`config.mk`:
```
export PLATFORM = sky130hd
export DESIGN_NAME = nonce_scheduler
export DESIGN_NICKNAME = d
export VERILOG_FILES = /design/src/rtl/nonce_scheduler.sv
export SDC_FILE = /design/constraint.sdc
export NUM_CORES = 2
export LEC_CHECK = 0
export BUFFER_PORTS_ARGS = -buffer_cell sky130_fd_sc_hd__buf_2
export CAP_MARGIN = 20
export CORE_AREA = 2 2 383 385
export CTS_BUF_LIST = sky130_fd_sc_hd__clkbuf_2 sky130_fd_sc_hd__clkbuf_4 sky130_fd_sc_hd__clkbuf_8
export CTS_CLUSTER_SIZE = 8
export DETAILED_ROUTE_END_ITERATION = 7
export DIE_AREA = 0 0 385 387
export SYNTH_ARGS = -nofsm -noshare
export SYNTH_HDL_FRONTEND = slang
export SYNTH_SLANG_ARGS = --single-unit
```
`constraint.sdc`:
```
create_clock -name clk -period 3.3 [get_ports clk]
set_input_delay 0.495 -clock clk [delete_from_list [all_inputs] [get_ports clk]]
set_output_delay 0.495 -clock clk [all_outputs]
set_load 0.05 [all_outputs]
```
`src/rtl/nonce_scheduler.sv`:
```
// Nonce scheduler for the SHA-256 mining datapath: issues a nonce range into the
// pipeline, tracks in-flight work and latches the first hash that beats the target.
module nonce_scheduler #(
    parameter int WORD_S       = 32,
    parameter int H_SIZE       = 256,
    parameter int MAX_INFLIGHT = 64,
    parameter int CNT_W        = 7
) (
    input  logic              clk,
    input  logic              reset,
    input  logic              start,
    input  logic              abort,
    input  logic [WORD_S-1:0] nonce_start,
    input  logic [WORD_S-1:0] nonce_end,
    input  logic [H_SIZE-1:0] target,
    input  logic              issue_ready,
    output logic              issue_valid,
    output logic [WORD_S-1:0] issue_nonce,
    input  logic              res_valid,
    input  logic [WORD_S-1:0] res_nonce,
    input  logic [H_SIZE-1:0] res_hash,
    output logic              busy,
    output logic              done,
    output logic              found,
    output logic [WORD_S-1:0] found_nonce,
    output logic [H_SIZE-1:0] found_hash,
    output logic [WORD_S-1:0] results_cnt
);

    typedef enum logic [1:0] {StIdle, StIssue, StDrain, StDone} state_e;

    state_e            state_q, state_d;
    logic [WORD_S-1:0] cur_q, cur_d;
    logic [WORD_S-1:0] end_q, end_d;
    logic [H_SIZE-1:0] target_q, target_d;
    logic [CNT_W-1:0]  inflight_q, inflight_d;
    logic              found_q, found_d;
    logic [WORD_S-1:0] found_nonce_q, found_nonce_d;
    logic [H_SIZE-1:0] found_hash_q, found_hash_d;
    logic [WORD_S-1:0] results_cnt_q, results_cnt_d;
    logic              busy_q, busy_d;

    logic accept;
    logic res_take;
    logic hit;

    // abort suppresses the offer itself so the pipeline never sees the nonce
    assign issue_valid = (state_q == StIssue) && (inflight_q < CNT_W'(MAX_INFLIGHT)) && !abort;
    assign issue_nonce = cur_q;
    assign accept      = issue_valid && issue_ready;

    // results only count while a job owns outstanding work
    assign res_take = res_valid && (inflight_q != '0) &&
                      ((state_q == StIssue) || (state_q == StDrain));
    assign hit      = res_take && (res_hash < target_q);

    assign busy        = busy_q;
    assign done        = (state_q == StDone);
    assign found       = found_q;
    assign found_nonce = found_nonce_q;
    assign found_hash  = found_hash_q;
    assign results_cnt = results_cnt_q;

    always_comb begin
        state_d       = state_q;
        cur_d         = cur_q;
        end_d         = end_q;
        target_d      = target_q;
        inflight_d    = inflight_q;
        found_d       = found_q;
        found_nonce_d = found_nonce_q;
        found_hash_d  = found_hash_q;
        results_cnt_d = results_cnt_q;

        unique case ({accept, res_take})
            2'b10:   inflight_d = inflight_q + CNT_W'(1);
            2'b01:   inflight_d = inflight_q - CNT_W'(1);
            default: inflight_d = inflight_q;
        endcase

        if (res_take) begin
            results_cnt_d = results_cnt_q + WORD_S'(1);
            if (hit && !found_q) begin
                found_d       = 1'b1;
                found_nonce_d = res_nonce;
                found_hash_d  = res_hash;
            end
        end

        unique case (state_q)
            StIdle: begin
                if (start) begin
                    cur_d         = nonce_start;
                    end_d         = nonce_end;
                    target_d      = target;
                    found_d       = 1'b0;
                    found_nonce_d = '0;
                    found_hash_d  = '0;
                    results_cnt_d = '0;
                    inflight_d    = '0;
                    state_d       = StIssue;
                end
            end
            StIssue: begin
                if (accept) begin
                    cur_d = cur_q + WORD_S'(1);
                end
                if (abort || hit || (accept && (cur_q == end_q))) begin
                    state_d = StDrain;
                end
            end
            StDrain: begin
                if (inflight_d == '0) begin
                    state_d = StDone;
                end
            end
            StDone: begin
                state_d = StIdle;
            end
            default: begin
                state_d = StIdle;
            end
        endcase

        busy_d = (state_d == StIssue) || (state_d == StDrain);
    end

    always_ff @(posedge clk) begin
        if (reset) begin
            state_q       <= StIdle;
            cur_q         <= '0;
            end_q         <= '0;
            target_q      <= '0;
            inflight_q    <= '0;
            found_q       <= 1'b0;
            found_nonce_q <= '0;
            found_hash_q  <= '0;
            results_cnt_q <= '0;
            busy_q        <= 1'b0;
        end else begin
            state_q       <= state_d;
            cur_q         <= cur_d;
            end_q         <= end_d;
            target_q      <= target_d;
            inflight_q    <= inflight_d;
            found_q       <= found_d;
            found_nonce_q <= found_nonce_d;
            found_hash_q  <= found_hash_d;
            results_cnt_q <= results_cnt_d;
            busy_q        <= busy_d;
        end
    end

endmodule

```
==> impl_metrics.env <==
export IMPL_crit_start="target_q[126]"
export IMPL_synth_seq_cells=651
export IMPL_fin_setup_tns_ns=-43.60
export IMPL_rr_worst_depth=16
export IMPL_syn_inst=4128
export IMPL_post_route_period_util=1.11
export IMPL_area_growth_pct=70.7
export IMPL_avgSynthCellArea_um2=7.93
export IMPL_chipWidth_um=385
export IMPL_ant_nets=0
export IMPL_synth_fp_nets=5010
export IMPL_rsz0062_at_grt="true"
export IMPL_met1_length_um=70100
export IMPL_mostFrequentLayoutCells="buf_2 (968), nand2_1 (710), a21oi_1 (648)"
export IMPL_grt_use_total=0.215
export IMPL_grt_max_degree=153
export IMPL_rr_startpoint="target_q[126]"
export IMPL_ys_warn_count=0
export IMPL_setup_worst_path_class="register to register"
export IMPL_cp_arrival_ns=4.39
export IMPL_dieArea_um2=149000
export IMPL_cts_buffers=130
export IMPL_setup_viol=291
export IMPL_r2r_slack_ns=-0.35
export IMPL_layout_drive_gt1_share=0.320
export IMPL_cp_max_fo=7
export IMPL_overflow=0
export IMPL_grt_first_pass_wirelength_um=243000
export IMPL_cts_tree="built"
export IMPL_h_tree_depth=4
export IMPL_initial_core_util=0.226
export IMPL_clock_path_buffers=3
export IMPL_cp_required_ns=4.04
export IMPL_antenna_found_initial=47
export IMPL_fill_cells=14100
export IMPL_violations="negative setup slack"
export IMPL_grt_pass1_vias=39400
export IMPL_startpoint_type="register"
export IMPL_insertion_delay_ns=0.87
export IMPL_ys_flop_type="dfxtp_1"
export IMPL_place_gp_congestion=0.958
export IMPL_wl_met2_um=79400
export IMPL_dieHeight_um=387
export IMPL_drtIter0Drc=3438
export IMPL_layout_nets=6838
export IMPL_peakVddDrop_v=0.000340
export IMPL_drt_first_pass_iters=8
export IMPL_post_route_min_period_ns=3.65
export IMPL_ys_types=60
export IMPL_dp_hpwl_um=118000
export IMPL_pre_cts_ws_ns=-1.04
export IMPL_max_cap_viol_count=0
export IMPL_final_max_slew_violation_count=0
export IMPL_crit_chain="inv_1, ha_1, nand4_1, or3_4, or3_4, nor4_4, nand4b_1, nor4_4, buf_6, a21o_4, buf_6, buf_12, buf_16, clkbuf_16, o31ai_4, a21oi_1"
export IMPL_hold_class="input port to register"
export IMPL_cts_sinks=651
export IMPL_highest_layer="met5"
export IMPL_worstSetupEndpointType="register"
export IMPL_cts_reportedPaths_clkPinSlew_ns=0.06
export IMPL_async_flop_share=0
export IMPL_relSlewSlack=0.238
export IMPL_synth_edff_count=0
export IMPL_avgRoutedWirePerCell_um=22.0
export IMPL_outcome="finished with violations"
export IMPL_core_um2=145000
export IMPL_route_vias_total=40800
export IMPL_wl_met3_um=15800
export IMPL_rows=140
export IMPL_worst_pin_slew_ns=1.14
export IMPL_synth_seq_area_share=0.398
export IMPL_io_pin_count=970
export IMPL_cts_root_buf="clkbuf_8"
export IMPL_viasPerCell=5.09
export IMPL_leakage_nw=22.5
export IMPL_power_total_mw=25.0
export IMPL_syn_area_um2=32700
export IMPL_portBuffers=969
export IMPL_fin_ws_ns=-0.350
export IMPL_max_freq_mhz=274
export IMPL_pwr_density_cell_nw_per_um2=447
export IMPL_cp_slowest_cell="or3_4"
export IMPL_wirelength_um=176000
export IMPL_slowest_delay_ns=0.39
export IMPL_finClkSkew_ns=0.0552
export IMPL_cp_endpoint="found_hash[134]"
export IMPL_reg2reg_to="found_hash[134]"
export IMPL_layout_commonest_cell="buf_2"
export IMPL_remaining_drc_errors=0
export IMPL_hold_viol_final=0
-- stage by stage --
stage,hold slack [ns],cells,area [um^2],util
2_1_floorplan,0.436,4128,32800,-
3_3_place_gp,0.443,7014,42000,0.290
3_5_place_dp,0.447,7014,42000,0.290
4_1_cts,0.00298,7919,53200,0.367
5_1_grt,0.0398,8002,55900,0.386
6_report,0.112,8020,55900,0.386
-- cell type report --
| type | count | area [um^2] | share of cell area |
|---|---|---|---|
| diodes | 49 | 123 | 0.00219 |
| clock buffers | 196 | 2490 | 0.0446 |
| clock inverters | 34 | 445 | 0.00797 |
| inverters | 274 | 1030 | 0.0184 |
| multi-input cells | 2852 | 19400 | 0.348 |
| flip-flops and latches | 651 | 13000 | 0.233 |
| well taps | 1917 | 2400 | 0.0429 |
| repair buffers | 2047 | 16900 | 0.303 |
-- cells in the mapped netlist, drive strengths merged, types with 14 or more instances --
| cell | number | area share |
|---|---|---|
| dfxtp | 651 | 0.40 |
| a21o | 16 | 0.0037 |
| nand3 | 44 | 0.0067 |
| o31ai | 296 | 0.068 |
| nand4 | 345 | 0.066 |
| nor3 | 23 | 0.0035 |
| a21oi | 702 | 0.11 |
| o21ai | 83 | 0.013 |
| xnor2 | 25 | 0.0067 |
| nor4 | 22 | 0.0046 |
| buf | 121 | 0.018 |
| a22oi | 14 | 0.0032 |
| a211oi | 32 | 0.0073 |
| clkbuf | 230 | 0.026 |
| inv | 274 | 0.031 |
| nor2 | 93 | 0.011 |
| xor2 | 38 | 0.010 |
| ha | 267 | 0.10 |
| nand2 | 716 | 0.082 |
-- per-layer routing --
layer,up-vias,GRT usage
met4,12,0.123
met2,2270,0.343
li1,18500,-
met5,-,0
met1,19300,0.260
met3,682,0.0545
-- registers in the layout, indices dropped and copies added (netlist names), 2 cells and up --
register,count
end_q,32
found_hash,256
found_nonce,32
inflight_q,7
issue_nonce,32
results_cnt,32
state_q,2
target_q,256
-- repair_timing --
action	CTS	global route
endpoints found under the setup margin	292	292
gates resized for setup	212	304
buffers inserted	46	23
cloned	24	40
endpoints found under the hold margin	599	0
pin swaps	149	265
hold buffers	608	0
-- worst max-delay path: cells and delay by family, from the launching register on --
family / cells / cell delay, ns
AND/OR/NAND/NOR: 6 / 1.67
buffers and inverters: 6 / 0.80
AO/OA/AOI/OAI: 3 / 0.45
flip-flops: 1 / 0.33
adder cells (fa/ha/maj): 1 / 0.28
-- power breakdown --
part	internal, mW	switching (mW)
Clock	5.48	4.01
Sequential	8.43	0.441
Combinational	2.58	4.03
Total	16.5	8.49
-- how the worst min path moves through the flow --
stage | startpoint | end | slack, ns | cells after the start
after floorplan | target_q[100] | target_q[100] | 0.44 | 2
after global placement | target_q[67] | target_q[67] | 0.44 | 2
after detailed placement | target_q[17] | target_q[17] | 0.45 | 2
after CTS | res_hash[101] | found_hash[101] | 0.003 | 4
after global routing | abort | state_q[0] | 0.04 | 4
final | abort | state_q[0] | 0.11 | 4
-- cells by family (layout without fill, tap and decap cells) --
family / after synthesis / after routing / share of synthesized area
multiplexers: 6 / 6 / 0.00183
buffers and inverters: 625 / 2551 / 0.0758
AO/OA/AOI/OAI: 1209 / 1209 / 0.218
AND/OR/NAND/NOR: 1306 / 1306 / 0.187
adder cells (fa/ha/maj): 268 / 268 / 0.103
flip-flops: 651 / 651 / 0.398
XOR/XNOR: 63 / 63 / 0.0169
other: 0 / 49 / 0
Power figures use the tool's default switching activity.
